File: src/rtl/multicycle_control.sv
// Multi-cycle CPU control FSM: sequences fetch, decode, execute, memory and
// writeback, drives the datapath strobes and counts retired instructions.
// Optional feature macro: MULTICYCLE_CONTROL_ILLEGAL_TRAP_EN
//   defined   -> unknown Opcode/Funct enters TRAP (Illegal = 1 until reset)
//   undefined -> unknown Opcode/Funct retires as a NOP, Illegal tied to 0
module multicycle_control #(
  parameter int CNT_W = 32
) (
  input  logic             clock,
  input  logic             reset,
  input  logic [5:0]       Opcode,
  input  logic [5:0]       Funct,
  input  logic             Zero,
  output logic             PCWrite,
  output logic             IRWrite,
  output logic             MemRead,
  output logic             MemWrite,
  output logic             MemtoReg,
  output logic             RegDst,
  output logic             RegWrite,
  output logic             IorD,
  output logic             ALUSrcA,
  output logic [1:0]       ALUSrcB,
  output logic [1:0]       PCSource,
  output logic [3:0]       ALUControl,
  output logic [3:0]       State,
  output logic             Illegal,
  output logic [CNT_W-1:0] RetiredCount
);

  localparam logic [3:0] S_FETCH   = 4'd0;
  localparam logic [3:0] S_DECODE  = 4'd1;
  localparam logic [3:0] S_MEMADR  = 4'd2;
  localparam logic [3:0] S_MEMRD   = 4'd3;
  localparam logic [3:0] S_MEMWB   = 4'd4;
  localparam logic [3:0] S_MEMWR   = 4'd5;
  localparam logic [3:0] S_RTEXE   = 4'd6;
  localparam logic [3:0] S_RTWB    = 4'd7;
  localparam logic [3:0] S_BRANCH  = 4'd8;
  localparam logic [3:0] S_ADDIEXE = 4'd9;
  localparam logic [3:0] S_ADDIWB  = 4'd10;
  localparam logic [3:0] S_JUMP    = 4'd11;
`ifdef MULTICYCLE_CONTROL_ILLEGAL_TRAP_EN
  localparam logic [3:0] S_TRAP    = 4'd12;
`endif

  localparam logic [5:0] OP_RTYPE = 6'b000000;
  localparam logic [5:0] OP_LW    = 6'b100011;
  localparam logic [5:0] OP_SW    = 6'b101011;
  localparam logic [5:0] OP_BEQ   = 6'b000100;
  localparam logic [5:0] OP_ADDI  = 6'b001000;
  localparam logic [5:0] OP_J     = 6'b000010;

  localparam logic [5:0] FN_ADD = 6'b100000;
  localparam logic [5:0] FN_SUB = 6'b100010;
  localparam logic [5:0] FN_AND = 6'b100100;
  localparam logic [5:0] FN_OR  = 6'b100101;
  localparam logic [5:0] FN_SLT = 6'b101010;
  localparam logic [5:0] FN_NOR = 6'b100111;

  localparam logic [3:0] ALU_AND = 4'b0000;
  localparam logic [3:0] ALU_OR  = 4'b0001;
  localparam logic [3:0] ALU_ADD = 4'b0010;
  localparam logic [3:0] ALU_SUB = 4'b0110;
  localparam logic [3:0] ALU_SLT = 4'b0111;
  localparam logic [3:0] ALU_NOR = 4'b1100;

  logic [3:0]       state_q, state_d;
  logic [3:0]       alu_q;
  logic [CNT_W-1:0] cnt_q;
  logic [3:0]       funct_alu;
  logic             funct_ok;
  logic             retire;

  // Decode Funct into an ALU operation and flag unknown encodings.
  always_comb begin
    // NOTE: every combinational output gets a default first so no path can
    // leave it unassigned and infer a latch.
    funct_alu = ALU_ADD;
    funct_ok  = 1'b1;
    case (Funct)
      FN_ADD:  funct_alu = ALU_ADD;
      FN_SUB:  funct_alu = ALU_SUB;
      FN_AND:  funct_alu = ALU_AND;
      FN_OR:   funct_alu = ALU_OR;
      FN_SLT:  funct_alu = ALU_SLT;
      FN_NOR:  funct_alu = ALU_NOR;
      default: funct_ok  = 1'b0;
    endcase
  end

  // Next-state selection and retire detection (retire = leaving a final state).
  always_comb begin
    state_d = S_FETCH;
    retire  = 1'b0;
    case (state_q)
      S_FETCH:  state_d = S_DECODE;
      S_DECODE: begin
        case (Opcode)
          OP_RTYPE:      state_d = S_RTEXE;
          OP_LW, OP_SW:  state_d = S_MEMADR;
          OP_BEQ:        state_d = S_BRANCH;
          OP_ADDI:       state_d = S_ADDIEXE;
          OP_J:          state_d = S_JUMP;
          default: begin
`ifdef MULTICYCLE_CONTROL_ILLEGAL_TRAP_EN
            state_d = S_TRAP;
`else
            state_d = S_FETCH;
            retire  = 1'b1;
`endif
          end
        endcase
      end
      S_MEMADR:  state_d = (Opcode == OP_LW) ? S_MEMRD : S_MEMWR;
      S_MEMRD:   state_d = S_MEMWB;
      S_MEMWB:   retire  = 1'b1;
      S_MEMWR:   retire  = 1'b1;
      S_RTEXE: begin
        if (funct_ok) begin
          state_d = S_RTWB;
        end else begin
`ifdef MULTICYCLE_CONTROL_ILLEGAL_TRAP_EN
          state_d = S_TRAP;
`else
          state_d = S_FETCH;
          retire  = 1'b1;
`endif
        end
      end
      S_RTWB:    retire  = 1'b1;
      S_BRANCH:  retire  = 1'b1;
      S_ADDIEXE: state_d = S_ADDIWB;
      S_ADDIWB:  retire  = 1'b1;
      S_JUMP:    retire  = 1'b1;
`ifdef MULTICYCLE_CONTROL_ILLEGAL_TRAP_EN
      S_TRAP:    state_d = S_TRAP;
`endif
      default:   state_d = S_FETCH;
    endcase
  end

  // State, held R-type ALU op and retired counter; synchronous reset.
  always_ff @(posedge clock) begin
    // NOTE: sequential state uses non-blocking assignments so every register
    // samples pre-edge values regardless of statement order.
    if (reset) begin
      state_q <= S_FETCH;
      alu_q   <= ALU_ADD;
      cnt_q   <= '0;
    end else begin
      state_q <= state_d;
      if (state_q == S_RTEXE) alu_q <= funct_alu;
      if (retire) cnt_q <= cnt_q + CNT_W'(1);
    end
  end

  // Moore output decode; reset forces every strobe low.
  always_comb begin
    PCWrite    = 1'b0;
    IRWrite    = 1'b0;
    MemRead    = 1'b0;
    MemWrite   = 1'b0;
    MemtoReg   = 1'b0;
    RegDst     = 1'b0;
    RegWrite   = 1'b0;
    IorD       = 1'b0;
    ALUSrcA    = 1'b0;
    ALUSrcB    = 2'b00;
    PCSource   = 2'b00;
    ALUControl = ALU_ADD;
    case (state_q)
      S_FETCH: begin
        MemRead = 1'b1;
        IRWrite = 1'b1;
        ALUSrcB = 2'b01;
        PCWrite = 1'b1;
      end
      S_DECODE:  ALUSrcB = 2'b11;
      S_MEMADR: begin
        ALUSrcA = 1'b1;
        ALUSrcB = 2'b10;
      end
      S_MEMRD: begin
        MemRead = 1'b1;
        IorD    = 1'b1;
      end
      S_MEMWB: begin
        RegWrite = 1'b1;
        MemtoReg = 1'b1;
      end
      S_MEMWR: begin
        MemWrite = 1'b1;
        IorD     = 1'b1;
      end
      S_RTEXE: begin
        ALUSrcA    = 1'b1;
        ALUControl = funct_alu;
      end
      S_RTWB: begin
        RegWrite   = 1'b1;
        RegDst     = 1'b1;
        ALUControl = alu_q;
      end
      S_BRANCH: begin
        ALUSrcA    = 1'b1;
        ALUControl = ALU_SUB;
        PCSource   = 2'b01;
        PCWrite    = Zero;
      end
      S_ADDIEXE: begin
        ALUSrcA = 1'b1;
        ALUSrcB = 2'b10;
      end
      S_ADDIWB:  RegWrite = 1'b1;
      S_JUMP: begin
        PCSource = 2'b10;
        PCWrite  = 1'b1;
      end
      default: ;
    endcase
    if (reset) begin
      PCWrite  = 1'b0;
      IRWrite  = 1'b0;
      MemRead  = 1'b0;
      MemWrite = 1'b0;
      MemtoReg = 1'b0;
      RegDst   = 1'b0;
      RegWrite = 1'b0;
      IorD     = 1'b0;
      ALUSrcA  = 1'b0;
      ALUSrcB  = 2'b00;
      PCSource = 2'b00;
    end
  end

  assign State        = state_q;
  assign RetiredCount = cnt_q;
`ifdef MULTICYCLE_CONTROL_ILLEGAL_TRAP_EN
  assign Illegal = (state_q == S_TRAP) && !reset;
`else
  assign Illegal = 1'b0;
`endif

endmodule

File: config.mk
export PLATFORM = sky130hd
export DESIGN_NAME = multicycle_control
export DESIGN_NICKNAME = d
export VERILOG_FILES = /design/src/rtl/multicycle_control.sv
export SDC_FILE = /design/constraint.sdc
export NUM_CORES = 1
export LEC_CHECK = 0
export CAP_MARGIN = 20
export CORE_ASPECT_RATIO = 1.4
export CORE_MARGIN = 2
export CORE_UTILIZATION = 30
export CTS_CLUSTER_SIZE = 20
export DETAILED_ROUTE_END_ITERATION = 10
export HOLD_SLACK_MARGIN = 0.03
export PLACE_DENSITY = 0.6
export SLEW_MARGIN = 20
export SYNTH_ARGS = -nofsm -noshare
export SYNTH_HDL_FRONTEND = slang
export SYNTH_SLANG_ARGS = --single-unit
export TNS_END_PERCENT = 20
File: constraint.sdc
create_clock -name clock -period 2.9 [get_ports clock]
set_clock_uncertainty 0.1 [all_clocks]
set_input_delay 0.58 -clock clock [delete_from_list [all_inputs] [get_ports clock]]
set_output_delay 0.58 -clock clock [all_outputs]
set_load 0.01 [all_outputs]
; After elaboration in Yosys (flattened, before gate mapping)
; Index checks and enable logic that the tools add are counted.
[word_totals]
regBits = 40
input_bits = 15
out_inout_bits = 54
elab_cells = 70
[classes]
addsub = 1
eq_ne = 22
muxes = 32
n_reduce_logical = 12
[ops]
columns = op, count
row1 = "6-bit == test, second input constant", 8
row2 = 4-bit one-hot mux with 5 select lines, 2
row3 = "32-bit by 1-bit adder with 32-bit output, second input constant", 1
row4 = 4-bit one-hot mux with 6 select lines, 1
row5 = 1-bit 2-to-1 mux, 20
row6 = 6-bit OR reduction, 3
row7 = "4-bit by 3-bit == test with 1-bit output, second input constant", 4
row8 = "4-bit == test, second input constant", 4
row9 = 4-bit one-hot mux with 3 select lines, 1
row10 = 2-bit OR reduction, 5
row11 = "4-bit by 2-bit == test with 1-bit output, second input constant", 2
row12 = "6-bit by 2-bit == test with 1-bit output, second input constant", 1
row13 = "6-bit by 3-bit == test with 1-bit output, second input constant", 1
row14 = "6-bit by 4-bit == test with 1-bit output, second input constant", 1
row15 = 6-bit logical NOT, 1
row16 = 3-bit 2-to-1 mux, 2
row17 = 2-bit one-hot mux with 3 select lines, 1
row18 = "4-bit by 1-bit == test with 1-bit output, second input constant", 1
row19 = 4-bit logical NOT, 1
row20 = 2-bit 2-to-1 mux, 2
row21 = 2-bit one-hot mux with 2 select lines, 1
row22 = 4-bit OR reduction, 1
row23 = 1-bit one-hot mux with 3 select lines, 1
row24 = 3-bit OR reduction, 1
row25 = 1-bit one-hot mux with 2 select lines, 1

; Depth between registers and ports, before layout
; Gate-level depths: netlist of the first run.
[logic_depth]
word_depth = 5
mapped_depth = 8
depth_no_buf = 6

; Worst setup path after synthesis of the first run
; No wires, ideal clock.
[synth_path]
path_type = in2reg
startpoint = in Opcode[3]
endpoint = reg cnt_q[1], in the netlist RetiredCount[1]
setup_ps = 128
t_arrival_ps = 2112
t_required_ps = 2672
path_slack_ps = 560
cell_stages = 8
n_path_buf = 3
cell_sequence = buf_2 -> a2111oi_0 -> o31ai_2 -> a211oi_2 -> buf_2 -> buf_6 -> mux2i_1 -> nor2_1
[synth_between]
elab_chain_len = 4
word_cells_on_any_way = 9
classes_between = eq/ne: 5 / mux: 2 / reduce/logical: 2
[synth_rtl]
columns = element, line_no
row1 = start: declaration, 11  ; input logic [5:0] Opcode,
row2 = "6-bit == test, or another cell as far along", 99  ; case (Opcode)
row3 = 6-bit OR reduction (no source line) *, -
row4 = 1-bit 2-to-1 mux *, 99
row5 = 1-bit one-hot mux with 3 select lines *, 96  ; case (state_q)
row6 = end signal: assignment, 154  ; if (retire) cnt_q <= cnt_q + CNT_W'(1);
row7 = end: declaration, 70  ; logic [CNT_W-1:0] cnt_q;
; Every way passes the cells marked *; elsewhere a longest branch is shown, timed or not.
; A chain may end at the register's enable or synchronous reset.

; Final worst setup path of the first run
[layout_path]
startpoint = in Funct[3]
endpoint = out ALUControl[0]
[layout_between]
elab_chain_len = 3
word_cells_on_any_way = 7
classes_between = eq/ne: 5 / mux: 2
[layout_rtl]
columns = element, line_no
row1 = start: declaration, 12  ; input logic [5:0] Funct,
row2 = 6-bit == test, 81  ; case (Funct)
row3 = 4-bit one-hot mux with 5 select lines *, 81
row4 = 4-bit one-hot mux with 3 select lines *, 172  ; case (state_q)
row5 = end: declaration, 25  ; output logic [3:0] ALUControl,
; Marked as above.

==> results of run 1 <==
[final cells by class]
| cell class | instances | area [um2] | share of cell area |
|---|---|---|---|
| inverter | 5 | 18.77 | 0.005125 |
| sequential | 40 | 800.8 | 0.2187 |
| multi-input combinational | 263 | 1654 | 0.4517 |
| timing repair buffer | 91 | 874.6 | 0.2388 |
| tap | 105 | 131.4 | 0.03587 |
| clock inverter | 1 | 30.03 | 0.008200 |
| clock buffer | 7 | 152.6 | 0.04168 |
[stage by stage]
step	hold slack (ns)	setup TNS, ns	worst slack (ns)	cell area (um2)	utilization
after floorplan	0.3366	0	0.5600	2571	-
after global placement	0.3502	-0.3229	-0.1405	3468	0.4101
after detailed placement	0.3530	-0.4426	-0.1778	3468	0.4101
after CTS	0.3654	0	0.02186	3647	0.4312
after global routing	0.3816	0	0.03771	3662	0.4330
final	0.3707	0	0.1302	3662	0.4330
[critical path, cell delays in order]
cell	delay, ns
clkdlybuf4s50_1	0.52
nand2b_1	0.13
buf_4	0.12
nor3b_2	0.04
o21ai_0	0.27
o21ai_0	0.13
dlygate4sd2_1	0.30
[per-layer routing]
metal | share of wire | wire [um] | vias up | global-route usage
li1 | - | - | 1372 | -
met1 | 0.43 | 3039 | 1289 | 0.1893
met2 | 0.52 | 3645 | 67 | 0.2731
met3 | 0.034 | 243 | 11 | 0.02373
met4 | 0.021 | 146 | 0 | 0.06333
met5 | 0 | 0 | - | 0
[cell usage after synthesis, types with 5 or more instances]
| cell | count |
|---|---|
| o31ai_1 | 10 |
| nand2_1 | 23 |
| a21oi_1 | 33 |
| clkbuf_1 | 10 |
| or4_1 | 10 |
| mux2_2 | 11 |
| inv_1 | 5 |
| nand4_1 | 8 |
| nor4_1 | 5 |
| nor2b_1 | 14 |
| nand3_1 | 17 |
| dfxtp_1 | 40 |
| o21ai_0 | 18 |
| nand2b_1 | 8 |
| nor3_1 | 7 |
| nor2_1 | 38 |
| or3_1 | 12 |
[cell families after synthesis]
| group | share of synthesized area |
|---|---|
| adder cells (fa/ha/maj) | 0.004865 |
| other | 0.001458 |
| flip-flops | 0.3114 |
| buffers and inverters | 0.04818 |
| multiplexers | 0.06423 |
| AO/OA/AOI/OAI | 0.2068 |
| XOR/XNOR | 0.01363 |
| AND/OR/NAND/NOR | 0.3494 |
[cell usage in the layout (no fill, tap or decap), types with 11 or more instances in the layout]
| master | netlist | final |
|---|---|---|
| clkdlybuf4s50_1 | 0 | 60 |
| dfxtp_1 | 40 | 40 |
| nor2_1 | 38 | 38 |
| a21oi_1 | 33 | 33 |
| nand2_1 | 23 | 23 |
| buf_4 | 3 | 22 |
| o21ai_0 | 18 | 18 |
| nand3_1 | 17 | 17 |
| nor2b_1 | 14 | 13 |
| or3_1 | 12 | 12 |
| mux2_2 | 11 | 11 |
[power by group]
group / total [mW] / switching [mW] / internal (mW) / leakage [nW]
Sequential: 0.563 / 0.00865 / 0.555 / 0.323
Clock: 0.668 / 0.215 / 0.453 / 0.0901
Combinational: 0.167 / 0.0879 / 0.0788 / 0.878
[final timing paths]
| kind | startpoint | to | slack (ns) | depth (start not counted) |
|---|---|---|---|---|
| max | Funct[3] | ALUControl[0] | 0.13 | 7 |
| min | alu_q[0] | alu_q[0] | 0.37 | 2 |
| max reg2reg | State[2] | RetiredCount[31] | 0.36 | 6 |
| min reg2reg | alu_q[0] | alu_q[0] | 0.37 | 2 |
[repair_timing]
action / in CTS / in global routing
resized for setup: 3 / 5
pin swaps: 0 / 0
setup buffers: 0 / 0
hold endpoints to repair: 0 / 0
setup endpoints to repair: 3 / 3
[registers in the layout (all words and copies together) (netlist names)]
name	cells
State	4
alu_q	4
RetiredCount	32
==> flow_summary_export.csv, run 1 <==
group,metric,value,unit
timing,finalCriticalPeriod,2.770,ns
clock_tree,cts_hold_buf,0,
final_layout,num_antenna_cells,0,
clock_tree,numCtsBuffers,5,
route,drc,0,
critical_path,critPathLaunchType,"input port",
place,place_inst,504,
floorplanning,initial_core_util,0.3040,
logic_synthesis,syn_avg_cell_area,7.839,um2
clock_tree,worstSkewPairLatency,0.28,ns
floorplanning,ioPinCount,69,
place,port_buffers,67,
logic_synthesis,syn_area,2571,um2
logic_synthesis,ys_warn_count,0,
floorplanning,die_w,82.24,um
floorplanning,fp-row-count,40,
global_route,grt_usage,0.1574,
route,wl_per_cell,13.82,um
power,powerDensity,381.7,nW/um2
global_route,grt_pass1_vias,2502,
global_route,grt_overflow_total,0,
route,drt_wl_total,7074,um
clock_tree,cts-root-buf,"clkbuf_16",
timing,maxSlewHeadroom,0.6174,
critical_path,required,2.22,ns
status,outcome,"complete, no violations",
timing,rsz0062_at_grt,"false",
timing,hold_viol_final,0,
critical_path,critPathMaxFanout,4,
logic_synthesis,synth_area_leaders,"dfxtp_1 31%, a21oi_1 6.4%, nor2_1 5.5%",
logic_synthesis,ys.flop_type,"dfxtp_1",
clock_tree,cts_buffer_depth,2,
logic_synthesis,ys_ff_latch,40,
clock_tree,cts_tree,"yes",
timing,final_max_slew_viol_count,0,
critical_path,worstPathArrival,2.09,ns
logic_synthesis,syn-instance-count,328,
final_layout,layoutNonFillerInstCount,512,
power,ir_drop,0.1952,mV
logic_synthesis,synth_edf_count,0,
floorplanning,core-area,8458,um2
hold_path,hold_path.class,"reg -> reg",
power,p_total,1.398,mW
place,gp_congestion,0.8219,
global_route,antenna_found_initial,0,
route,firstDrtPassIters,4,
logic_synthesis,yosys.area.top_type_share,0.3114,
clock_tree,clk_pin_slew_worst_paths,0.06,ns
logic_synthesis,async_reset_ff_frac,0,
logic_synthesis,yosysTopAreaCell,"dfxtp_1",
route,vias,2739,
critical_path,end_kind,"primary output",
final_layout,fin_nets,422,
final_layout,fillers,831,
floorplanning,fp.dieH,113.5,um
route,drt_iter0_drc,108,
logic_synthesis,ys_seq_area_frac,0.3114,
final_layout,areaGrowthSynthToFinish,42.43,%
timing,tightest_slew,0.5695,ns
power,power.leakage,1.291,nW
critical_path,critical_path_class,"in -> out",
job,cap_violations,0,
route,antenna_left,0,
global_route,grt_first_pass_wirelength,11750,um
logic_synthesis,synth_nets,344,
logic_synthesis,ys_types,58,
floorplanning,die-area,9338,um2
route,viasPerCell,5.350,
final_layout,drive_gt1_frac,0.1327,
global_route,grt_max_degree,39,
clock_tree,clock_sinks,40,
place,hpwl,5333,um
timing,setup_violations,0,
timing,fin_crit_sh,0.9551,
timing,fmax,361.0,MHz
clock_tree,cts.htree.levels,2,
Power figures use the tool's default switching activity.
==> run 2, diff against run 1 <==
--- a/config.mk
+++ b/config.mk
@@ -5,10 +5,12 @@
 export SDC_FILE = /design/constraint.sdc
 export NUM_CORES = 1
 export LEC_CHECK = 0
+export ABC_CLOCK_PERIOD_IN_PS = 2900
 export CAP_MARGIN = 20
 export CORE_ASPECT_RATIO = 1.4
 export CORE_MARGIN = 2
 export CORE_UTILIZATION = 30
+export CTS_BUF_LIST = sky130_fd_sc_hd__clkbuf_4 sky130_fd_sc_hd__clkbuf_8
 export CTS_CLUSTER_SIZE = 20
 export DETAILED_ROUTE_END_ITERATION = 10
 export HOLD_SLACK_MARGIN = 0.03
==> run 2 against run 1 <==
Compared with the run above: setup slack better by 0.015 ns; flip-flop and latch count stayed put; clock power is 25% lower; sequential share of layout area is 0.34 points higher; core utilization is 0.67 points lower; largest cell class unchanged; sequential power hardly changed; largest power group is now registers; wire length is 0.30% lower.
==> flow_summary_export.csv, run 2 (synthesis gave the netlist of run 1 again) <==
group,metric,value,unit
critical_path,critPathMaxFanout,4,
place,gp_congestion,0.8219,
route,drt_wl_total,7053,um
route,drt_iter0_drc,90,
final_layout,areaGrowthSynthToFinish,40.24,%
power,powerDensity,340.8,nW/um2
timing,fin_crit_sh,0.9499,
route,viasPerCell,5.340,
place,hpwl,5333,um
place,port_buffers,67,
final_layout,ff_latch_area,800.8,um2
timing,rsz0062_at_grt,"false",
power,ir_drop,0.1833,mV
critical_path,crit_path_frequent_cell,"nor2_1",
final_layout,final_cell_area,3606,um2
final_layout,layout_commonest_cell,"clkdlybuf4s50_1",
clock_tree,clock_sinks,40,
timing,finalCriticalPeriod,2.755,ns
final_layout,fin_nets,422,
final_layout,fillers,839,
critical_path,slowest_delay,0.46,ns
final_layout,drive_gt1_frac,0.1327,
clock_tree,cts-root-buf,"clkbuf_8",
global_route,grt_first_pass_wirelength,11730,um
floorplanning,die-area,9338,um2
timing,setup_violations,0,
global_route,grt_pass1_vias,2509,
place,place_inst,504,
clock_tree,worstSkewPairLatency,0.29,ns
route,vias,2734,
timing,final_max_slew_viol_count,0,
critical_path,worstPathArrival,2.07,ns
critical_path,required,2.22,ns
floorplanning,fp.dieH,113.5,um
critical_path,critPathLaunchType,"input port",
clock_tree,clk_pin_slew_worst_paths,0.08,ns
final_layout,num_antenna_cells,0,
hold_path,hold_path.class,"reg -> reg",
route,antenna_left,0,
status,outcome,"complete, no violations",
critical_path,end_kind,"primary output",
timing,tightest_slew,0.5743,ns
floorplanning,core-area,8458,um2
critical_path,critical_path_buf_inv_count,2,
global_route,grt_overflow_total,0,
critical_path,path_cells,"clkdlybuf4s50_1, nand2b_1, or3_1, nor2_1, a21oi_1, nor2_1, dlygate4sd2_1",
final_layout,largest_register_ffs,32,
critical_path,cp_slowest_cell,"clkdlybuf4s50_1",
route,firstDrtPassIters,4,
global_route,grt_max_degree,39,
clock_tree,cts.htree.levels,2,
route,drc,0,
critical_path,critPathTopFamily,"buffers and inverters",
place,dpl_cell_area,3468,um2
global_route,grt_usage,0.1566,
floorplanning,die_w,82.24,um
timing,maxSlewHeadroom,0.6142,
final_layout,multiInputGateArea,1654,um2
floorplanning,fp-row-count,40,
final_layout,final_cell_mix,"60 x clkdlybuf4s50_1, 40 x dfxtp_1, 38 x nor2_1",
timing,fmax,363.0,MHz
timing,hold_viol_final,0,
clock_tree,cts_tree,"yes",
floorplanning,ioPinCount,69,
clock_tree,numCtsBuffers,5,
job,cap_violations,0,
critical_path,critical_path_class,"in -> out",
floorplanning,initial_core_util,0.3040,
power,power.leakage,1.265,nW
final_layout,layoutNonFillerInstCount,512,
route,wl_per_cell,13.78,um
clock_tree,cts_buffer_depth,2,
global_route,antenna_found_initial,0,
## run 2: cell counts in the layout (fill, tap and decap cells not counted)
No cell type changed its count.
## run 2: tightest hold or removal path: stages, from the launching register on
cell and delay (ns):
dfxtp_1 0.32, nand2_1 0.06, a21oi_1 0.06
## run 2: area by class of cell
type,count,area share
Clock buffer,7,0.02672
Clock inverter,1,0.008328
Inverter,5,0.005205
Multi-Input combinational cell,263,0.4587
Sequential cell,40,0.2221
Tap cell,105,0.03643
Timing Repair Buffer,91,0.2425
## run 2: report_power, final
group	switching [mW]	total (mW)	internal, mW
registers	0.00865	0.563	0.554
logic	0.0880	0.167	0.0787
clock network	0.196	0.500	0.304
total	0.293	1.23	0.936
## run 2: final timing paths
path,slack [ns],depth (start not counted),to,startpoint
max,0.15,7,ALUControl[3],Funct[3]
min,0.38,2,alu_q[0],alu_q[0]
max reg2reg,0.37,5,RetiredCount[31],RetiredCount[7]
min reg2reg,0.38,2,alu_q[0],alu_q[0]
## run 2: per-stage QoR
stage / util / setup WS, ns / setup TNS [ns] / hold WS, ns / total power, mW
6_report: 0.4263 / 0.1453 / 0 / 0.3783 / 1.229
5_1_grt: 0.4263 / 0.02141 / 0 / 0.3857 / 1.281
4_1_cts: 0.4246 / 0.02186 / 0 / 0.3687 / 1.243
3_5_place_dp: 0.4101 / -0.1778 / -0.4426 / 0.3530 / 0.7421
3_3_place_gp: 0.4101 / -0.1405 / -0.3229 / 0.3502 / 0.7403
2_1_floorplan: - / 0.5600 / 0 / 0.3366 / 0.6682
## run 2: what timing repair did
action                                  4_1_cts  5_1_grt
pin swaps                                     0        0
hold buffers                                  0        0
resized for setup                             3        5
endpoints found under the setup margin        3        3
buffers inserted                              0        0
## run 2: layer usage
metal  track usage  wire [um]  vias to the layer above
met4       0.06222        153                        0
met5             0          0                        -
li1              -          -                     1367
met1        0.1863       3013                     1278
met3       0.02927        280                       14
met2        0.2704       3606                       75
==> run 3, diff against run 2 <==
--- a/config.mk
+++ b/config.mk
@@ -13,8 +13,9 @@
 export CTS_BUF_LIST = sky130_fd_sc_hd__clkbuf_4 sky130_fd_sc_hd__clkbuf_8
 export CTS_CLUSTER_SIZE = 20
 export DETAILED_ROUTE_END_ITERATION = 10
+export DONT_BUFFER_PORTS = 1
 export HOLD_SLACK_MARGIN = 0.03
-export PLACE_DENSITY = 0.6
+export PLACE_DENSITY = 0.5
 export SLEW_MARGIN = 20
 export SYNTH_ARGS = -nofsm -noshare
 export SYNTH_HDL_FRONTEND = slang
==> run 3 against run 2 <==
Compared with the run above: first-iteration DRC count is 49% higher; core utilization down 9.6 points; largest power group unchanged; combinational power fell by 40%; wire length fell by 2.7%.
==> flow_summary_export.csv, run 3 (synthesis gave the netlist of run 1 again) <==
group,metric,value,unit
place,dpl_cell_area,2693,um2
route,vias,2395,
final_layout,final_cell_mix,"40 x dfxtp_1, 38 x nor2_1, 33 x a21oi_1",
clock_tree,worstSkewPairLatency,0.30,ns
global_route,antenna_found_initial,0,
route,wl_per_cell,15.92,um
final_layout,fin_util,0.3299,
critical_path,end_kind,"primary output",
floorplanning,die-area,9338,um2
final_layout,areaGrowthSynthToFinish,8.516,%
timing,rsz0062_at_grt,"false",
floorplanning,die_w,82.24,um
global_route,grt_max_degree,54,
power,ir_drop,0.1272,mV
route,drt_wl_total,6862,um
clock_tree,cts_hold_buf,0,
critical_path,r2r-start,"RetiredCount[7]",
final_layout,fin_nets,341,
floorplanning,initial_core_util,0.3040,
timing,hold_viol_final,0,
clock_tree,cts-resized-gates,0,
timing,final.setup.tns,0,ns
power,p_sw,0.2755,mW
timing,tightest_slew,0.5532,ns
clock_tree,cts.htree.levels,2,
timing,maxSlewHeadroom,0.6278,
clock_tree,cts_buffer_depth,2,
route,antenna_left,0,
timing,fin_crit_sh,0.9130,
critical_path,critPathLaunchType,"flip-flop",
global_route,grt_usage,0.1505,
clock_tree,clock_sinks,40,
floorplanning,ioPinCount,69,
route,drc,0,
route,firstDrtPassIters,4,
power,powerDensity,387.5,nW/um2
floorplanning,fp.dieH,113.5,um
floorplanning,fp-row-count,40,
timing,fmax,377.7,MHz
power,clkPwrFrac,0.387,
place,gp_congestion,0.7903,
power,power.leakage,0.9143,nW
power,p_int,0.8055,mW
job,cap_violations,0,
critical_path,critPathMaxFanout,12,
status,outcome,"complete, no violations",
timing,finalCriticalPeriod,2.648,ns
hold_path,hold_path.class,"in -> reg",
timing,setup_violations,0,
place,port_buffers,0,
power,pwr-share-seq,0.520,
place,hpwl,4945,um
clock_tree,postCtsSetupRepairBufs,0,
critical_path,cp-startpoint,"State[2]",
hold_path,hp-start,"reset",
clock_tree,cts_tree,"yes",
final_layout,largest_register_ffs,32,
global_route,grt_overflow_total,0,
clock_tree,numCtsBuffers,5,
route,viasPerCell,5.557,
power,combPwrFrac,0.094,
critical_path,critical_path_class,"reg -> out",
global_route,grt_pass1_vias,2257,
clock_tree,cts-root-buf,"clkbuf_8",
power,switching_share,0.2549,
route,drt_iter0_drc,134,
clock_tree,clk_pin_slew_worst_paths,0.08,ns
floorplanning,core-area,8458,um2
timing,final_max_slew_viol_count,0,
critical_path,required,2.22,ns
final_layout,final_cell_area,2790,um2
final_layout,drive_gt1_frac,0.1135,
final_layout,layout_commonest_cell,"dfxtp_1",
critical_path,worstPathArrival,1.97,ns
final_layout,num_antenna_cells,0,
global_route,grt_first_pass_wirelength,10990,um
power,p_total,1.081,mW
[run 3: power groups by stage]
stage	Sequential (mW)	Clock (mW)	Combinational [mW]
final	0.562	0.418	0.101
after CTS	0.562	0.432	0.102
after floorplan	0.574	0	0.0939
after global placement	0.575	0	0.100
after detailed placement	0.575	0	0.101
after global routing	0.564	0.463	0.111
[run 3: per-stage QoR]
stage / cells / hold slack, ns / setup slack [ns]
CTS: 431 / 0.2366 / 0.2161
finish: 431 / 0.2523 / 0.2522
global route: 431 / 0.2313 / 0.005414
detailed placement: 423 / 0.3501 / 0.3482
global placement: 423 / 0.3401 / 0.3615
floorplan: 328 / 0.3366 / 0.5600
[run 3: routing by layer]
layer  track usage  routed length [um]  up-vias
met5             0                   0        -
met4       0.05889                 153        0
met3       0.04193                 416        8
met2        0.2581                3475       59
met1        0.1727                2817     1126
li1              -                   -     1202
[run 3: final timing paths]
kind                            slack (ns)  cells after the start          endpoint
worst max-delay path                  0.25                      5     ALUControl[0]
worst min-delay path                  0.25                      1  RetiredCount[29]
worst max register to register        0.39                      5  RetiredCount[30]
worst min register to register        0.36                      2          alu_q[0]
[run 3: final cells by class]
cell class                 instances  area [um2]
tap                              105       131.4
fill                             894        5668
clock buffer                       8       97.59
timing repair buffer              10       87.58
inverter                           5       18.77
sequential                        40       800.8
multi-input combinational        263        1654
[run 3: worst max-delay path, stage by stage (launching register included)]
cell and delay, ns:
dfxtp_1 0.57, nor2b_1 0.31, nand2b_1 0.24, nor2_1 0.21, o21ai_0 0.14, o21ai_0 0.19
